File: src/rtl/iq_pht_pkg.sv
// Shared PHT geometry and the saturating-counter rule used by the table and its update path.
package iq_pht_pkg;

    localparam int PHT_IDX_WIDTH = 11;
    localparam int PHT_CTR_WIDTH = 2;

    // Saturating step: never wraps past all-ones when taken or past zero when not taken.
    function automatic logic [PHT_CTR_WIDTH-1:0] pht_ctr_next(
        input logic [PHT_CTR_WIDTH-1:0] old,
        input logic                     taken
    );
        logic [PHT_CTR_WIDTH-1:0] nxt;
        nxt = old;
        if (taken) begin
            if (old != {PHT_CTR_WIDTH{1'b1}}) nxt = old + 1'b1;
        end else begin
            if (old != {PHT_CTR_WIDTH{1'b0}}) nxt = old - 1'b1;
        end
        return nxt;
    endfunction

endpackage

File: src/rtl/pht_upd_fifo.sv
// Two-push / one-pop in-order buffer of {idx, taken}; slot 0 is written ahead of slot 1.
module pht_upd_fifo #(
    parameter int W     = 12,
    parameter int DEPTH = 8,
    parameter int AW    = $clog2(DEPTH)
) (
    input  logic          clk,
    input  logic          rst,
    input  logic          push_0,
    input  logic [W-1:0]  din_0,
    input  logic          push_1,
    input  logic [W-1:0]  din_1,
    input  logic          pop,
    output logic [AW:0]   count,
    output logic [W-1:0]  head,
    output logic          not_empty
);

    logic [W-1:0] mem [DEPTH];
    logic [AW:0]  wptr;
    logic [AW:0]  rptr;
    logic [AW:0]  wptr_p1;
    logic [AW:0]  n_push;
    logic [W-1:0] first_din;

    // Pointers carry one extra wrap bit so full and empty are distinguishable.
    assign count     = wptr - rptr;
    assign not_empty = (wptr != rptr);
    assign head      = mem[rptr[AW-1:0]];

    assign wptr_p1   = wptr + (AW+1)'(1);
    assign n_push    = (AW+1)'(push_0) + (AW+1)'(push_1);
    assign first_din = push_0 ? din_0 : din_1;

    always_ff @(posedge clk or posedge rst) begin
        if (rst) begin
            wptr <= '0;
            rptr <= '0;
        end else begin
            wptr <= wptr + n_push;
            rptr <= rptr + (AW+1)'(pop);
        end
    end

    always_ff @(posedge clk) begin
        if (push_0 | push_1) mem[wptr[AW-1:0]] <= first_din;
        if (push_0 & push_1) mem[wptr_p1[AW-1:0]] <= din_1;
    end

endmodule

File: src/rtl/pht_update_module.sv
// PHT write-side updater: buffers committed branch outcomes and applies saturating
// read-modify-writes through one read port and one write port, forwarding back-to-back hits.
module pht_update_module
    import iq_pht_pkg::*;
#(
    parameter int IDX_WIDTH  = PHT_IDX_WIDTH,
    parameter int CTR_WIDTH  = PHT_CTR_WIDTH,
    parameter int FIFO_DEPTH = 8
) (
    input  logic                 clk,
    input  logic                 rst,
    input  logic                 i_upd_vld_0,
    input  logic [IDX_WIDTH-1:0] i_upd_idx_0,
    input  logic                 i_upd_taken_0,
    input  logic                 i_upd_vld_1,
    input  logic [IDX_WIDTH-1:0] i_upd_idx_1,
    input  logic                 i_upd_taken_1,
    output logic                 o_upd_rdy,
    output logic [IDX_WIDTH-1:0] o_pht_ridx,
    input  logic [CTR_WIDTH-1:0] i_pht_rd_entry,
    output logic                 o_pht_wren,
    output logic [IDX_WIDTH-1:0] o_pht_widx,
    output logic [CTR_WIDTH-1:0] o_pht_wr_entry,
    output logic                 o_idle
);

    localparam int AW = $clog2(FIFO_DEPTH);
    localparam int EW = IDX_WIDTH + 1;
    localparam logic [AW:0] RDY_LIMIT = (AW+1)'(FIFO_DEPTH - 2);

    logic [AW:0]          count;
    logic [EW-1:0]        head;
    logic                 not_empty;
    logic                 push_0;
    logic                 push_1;
    logic                 pop;
    logic [IDX_WIDTH-1:0] head_idx;
    logic                 head_taken;
    logic                 forward_hit;
    logic [CTR_WIDTH-1:0] ctr_old;
    logic [CTR_WIDTH-1:0] ctr_new;
    logic                 s1_vld;
    logic [IDX_WIDTH-1:0] s1_idx;
    logic [CTR_WIDTH-1:0] s1_ctr;

    // Handshake: a slot transfers on the cycle its vld is high while o_upd_rdy is high;
    // o_upd_rdy grants both slots together and depends on occupancy only, never on vld.
    assign o_upd_rdy = (count <= RDY_LIMIT);
    assign push_0    = i_upd_vld_0 & o_upd_rdy;
    assign push_1    = i_upd_vld_1 & o_upd_rdy;
    assign pop       = not_empty;

    pht_upd_fifo #(
        .W     (EW),
        .DEPTH (FIFO_DEPTH),
        .AW    (AW)
    ) u_fifo (
        .clk       (clk),
        .rst       (rst),
        .push_0    (push_0),
        .din_0     ({i_upd_idx_0, i_upd_taken_0}),
        .push_1    (push_1),
        .din_1     ({i_upd_idx_1, i_upd_taken_1}),
        .pop       (pop),
        .count     (count),
        .head      (head),
        .not_empty (not_empty)
    );

    assign head_idx   = head[EW-1:1];
    assign head_taken = head[0];
    assign o_pht_ridx = head_idx;

    // The array has not yet absorbed the write in flight, so take it from stage 1 instead.
    assign forward_hit = s1_vld & (s1_idx == head_idx);
    assign ctr_old     = forward_hit ? s1_ctr : i_pht_rd_entry;

    generate
        if (CTR_WIDTH == PHT_CTR_WIDTH) begin : g_pkg_rule
            assign ctr_new = pht_ctr_next(ctr_old, head_taken);
        end else begin : g_wide_rule
            always_comb begin
                ctr_new = ctr_old;
                if (head_taken) begin
                    if (ctr_old != {CTR_WIDTH{1'b1}}) ctr_new = ctr_old + 1'b1;
                end else begin
                    if (ctr_old != {CTR_WIDTH{1'b0}}) ctr_new = ctr_old - 1'b1;
                end
            end
        end
    endgenerate

    // Saturated updates leave the PHT unchanged, so they retire without a write.
    always_ff @(posedge clk or posedge rst) begin
        if (rst) begin
            s1_vld <= 1'b0;
            s1_idx <= '0;
            s1_ctr <= '0;
        end else begin
            s1_vld <= pop & (ctr_new != ctr_old);
            if (pop) begin
                s1_idx <= head_idx;
                s1_ctr <= ctr_new;
            end
        end
    end

    assign o_pht_wren     = s1_vld;
    assign o_pht_widx     = s1_idx;
    assign o_pht_wr_entry = s1_ctr;
    assign o_idle         = ~not_empty & ~s1_vld;

endmodule

File: config.mk
export PLATFORM = sky130hd
export DESIGN_NAME = pht_update_module
export DESIGN_NICKNAME = d
export VERILOG_FILES = /design/src/rtl/iq_pht_pkg.sv /design/src/rtl/pht_upd_fifo.sv /design/src/rtl/pht_update_module.sv
export SDC_FILE = /design/constraint.sdc
export NUM_CORES = 1
export LEC_CHECK = 0
export ABC_CLOCK_PERIOD_IN_PS = 5200
export CORE_MARGIN = 3
export CORE_UTILIZATION = 40
export CTS_CLUSTER_SIZE = 30
export DETAILED_ROUTE_END_ITERATION = 7
export HOLD_SLACK_MARGIN = 0.05
export PLACE_DENSITY_LB_ADDON = 0.25
export SYNTH_ARGS = -nofsm -noshare
export SYNTH_HDL_FRONTEND = slang
export SYNTH_HIERARCHICAL = 1
export SYNTH_SLANG_ARGS = --single-unit
File: constraint.sdc
create_clock -name clk -period 5.2 [get_ports clk]
set_input_delay 1.04 -clock clk [delete_from_list [all_inputs] [get_ports clk]]
set_output_delay 1.04 -clock clk [all_outputs]
set_load 0.02 [all_outputs]
==> results.yml <==
clocking:
  htreeDepth: 4
  numCtsBuffers: 17
  cts_setup_buffers: 0
  cts_tree: "built"
  clock_latency_ps: 420
  postCtsHoldBufs: 0
  cts.repair.resized: 0
  clkTransAtPathRegs_ps: 50
  clock_sinks: 118
  ctsLongestPathBuffers: 2
  cts-root-buf: "clkbuf_16"
setup_path:
  crit_start: "u_fifo/rptr[2]"
  reg2reg_from: "u_fifo/rptr[2]"
  endpoint_kind: "register"
  cp.buffers_inverters: 3
  arrival_ps: 3970
  start_kind: "register"
  critPathKind: "register to register"
  crit_top_cell: "buf_4"
  path_max_fanout: 27
  path_cells: "buf_4, inv_1, ha_1, a21oi_1, o21ai_0, xnor2_1, a31oi_1, and2_1, buf_4, nand2_1, or4_1, o31ai_2"
  crit_family: "simple AND/OR/NAND/NOR gates"
  critPathMaxStageDelay_ps: 830
  cp_data_required_time_ps: 5220
  crit_slowest_cell: "or4_1"
detailed_routing:
  vias: 3684
  via_per_inst: 5.22
  final_antenna_net_count: 0
  wire_per_inst_um: 19.9
  firstDrtPassIters: 6
  wl_um: 14000
  drc: 0
  first_iter_violations: 198
job:
  maxCapViolations: 0
sta:
  fin_setup_tns_ps: 0
  hold_viol_final: 0
  skew_ps: 19.0
  rsz0062_at_grt: "no"
  tightest_slew_ps: 1060
  hold-worst-slack_ps: 497
  drv_slew: 0
  period_share_pct: 75.8
  period_minus_slack_ps: 3940
  worst_slack_ps: 1260
  setup-violations-final: 0
  slew_headroom_pct: 29.1
  max_clock_freq_mhz: 254
synth:
  netlist_area_um2: 6340
  muxShareOfSynthArea_pct: 31.2
  synth_xor_area_share_pct: 2.88
  yosys.area_share.adder_pct: 2.01
  syn_area_per_cell_um2: 15.3
  synth_top_family_by_area: "multiplexers"
  ys_seq_elements: 118
  synth_ff_type: "edfxtp_1"
  synth-compound-area-share_pct: 2.03
  ys_types: 39
  netlist_instances: 414
  ys_seq_area_share_pct: 54.2
  synth_edf_count: 96
  syn_nets: 453
  synth_simple_gate_area_share_pct: 5.21
  async_reset_ff_share_pct: 18.6
  synth_warnings: 6
finish:
  final_util_pct: 50.5
  n_antenna_cell: 0
  syn2layout_area_growth_pct: 22.5
  drive_above_1_share_pct: 39.2
  nNetsFinal: 521
  design_area_um2: 7770
  final_cells: 706
power_and_ir_drop:
  p_sw_share_pct: 35.2
  total_power_mw: 6.01
  p_int_mw: 3.89
  ir_drop_v: 0.000305
  clkPwrFrac_pct: 19.7
  power_frac_comb_pct: 50.8
  powerDensity_nw_per_um2: 773
  p_leak_nw: 2.82
  pwr-share-seq_pct: 29.5
  p_switching_mw: 2.11
placement:
  pre_cts_ws_ps: 1280
  hpwlAfterDp_um: 9950
  gp_congestion: 0.868
  placed_cell_area_um2: 7170
  portBuffers: 56
  dp.cells: 674
global_routing:
  grt_pass1_wl_um: 22100
  grt_antenna_before_repair: 0
  grt_use_total_pct: 16.8
  grt_pass1_vias: 3788
  grt_max_degree: 28
  grt_overflow: 0
die:
  row_count: 45
  io_pins: 57
  start_util_pct: 41.2
  die_w_um: 132
  core-area_um2: 15400
  die_area_um2: 17400
  die_y_um: 132
hold_path:
  hp-class: "register to register"
  hp-start: "u_fifo/wptr[3]"
status:
  outcome: "finished, final reports clean"
==> cells in the final DEF (no fill, tap or decap), types with 2 or more instances in the layout <==
master	Yosys	final
xor2_1	4	4
o21ai_1	1	2
xnor2_1	15	15
mux2_4	20	20
ha_1	7	7
buf_4	0	16
clkinvlp_4	0	2
nor2_1	7	7
nand4_1	4	4
a31oi_1	2	2
o21ai_0	5	4
nor3_2	0	2
clkbuf_1	5	2
mux2_2	101	101
fa_1	2	2
inv_1	9	9
clkbuf_16	0	17
o21bai_1	2	2
a21oi_1	2	2
mux4_2	24	24
or4_1	2	2
bufinv_16	0	4
and2_1	2	2
clkdlybuf4s50_1	0	56
nand2_1	41	41
o22ai_1	5	5
clkinv_1	0	7
edfxtp_1	96	96
dfrtp_1	22	22
nand3_1	3	3
==> layout make-up <==
type / count / area, um^2
Tap cell: 211 / 264
Fill cell: 1279 / 7600
Clock inverter: 13 / 161
Sequential cell: 118 / 3430
Multi-Input combinational cell: 264 / 2760
Clock buffer: 19 / 433
Timing Repair Buffer: 72 / 681
Inverter: 9 / 33.8
==> layer usage <==
layer / track usage [%] / wire, um
met1: 24.0 / 6780
met2: 25.3 / 6480
met3: 3.74 / 576
met4: 6.48 / 197
met5: 0 / 0
==> synth_stat cells, types with 2 or more instances <==
master | count | area share, %
a21oi_1 | 2 | 0.16
a31oi_1 | 2 | 0.20
and2_1 | 2 | 0.20
buf_1 | 2 | 0.12
buf_2 | 13 | 1.0
buf_6 | 3 | 0.53
clkbuf_1 | 5 | 0.30
dfrtp_1 | 22 | 8.7
edfxtp_1 | 96 | 45
fa_1 | 2 | 0.63
ha_1 | 7 | 1.4
inv_1 | 9 | 0.53
mux2_2 | 101 | 18
mux2_4 | 20 | 4.7
mux4_2 | 24 | 8.5
nand2_1 | 41 | 2.4
nand3_1 | 3 | 0.24
nand4_1 | 4 | 0.39
nor2_1 | 7 | 0.41
nor3_1 | 3 | 0.24
o21ai_0 | 5 | 0.39
o21bai_1 | 2 | 0.24
o22ai_1 | 5 | 0.49
or4_1 | 2 | 0.24
xnor2_1 | 15 | 2.1
xor2_1 | 4 | 0.55
==> worst paths after layout <==
kind	slack, ps	to	cells after the start
worst max-delay path	1260	u_fifo/mem[1][2]	12
worst min register to register	500	u_fifo/wptr[3]	1
min in group asynchronous	950	u_fifo/rptr[1]	2
worst max register to register	1260	u_fifo/mem[1][2]	12
max in group asynchronous	3810	o_pht_widx[3]	2
worst min-delay path	500	u_fifo/wptr[3]	1
==> sequential cells by signal (all words and copies together), names as in the netlist <==
register,count
u_fifo/rptr,4
o_pht_widx,11
o_pht_wr_entry,2
u_fifo/wptr,4
o_pht_wren,1
u_fifo/mem,96
==> power groups by stage <==
| stage | Clock [mW] | Sequential [mW] | Combinational, mW |
|---|---|---|---|
| after floorplan | 0 | 1.79 | 2.10 |
| after global placement | 0 | 1.78 | 2.99 |
| after detailed placement | 0 | 1.79 | 3.06 |
| after CTS | 1.21 | 1.77 | 3.08 |
| after global routing | 1.24 | 1.81 | 3.31 |
| final | 1.18 | 1.77 | 3.05 |
==> kinds of logic (layout without fill, tap and decap cells) <==
group	after synthesis	after routing
adders and majority gates	9	9
buffers and inverters	32	113
DFF	118	118
xor gates and xnor gates	20	20
and+or+nand+nor	70	70
AOI/OAI and AO/OA	20	20
muxes	145	145
No activity file was read; power rests on OpenSTA's default activity.
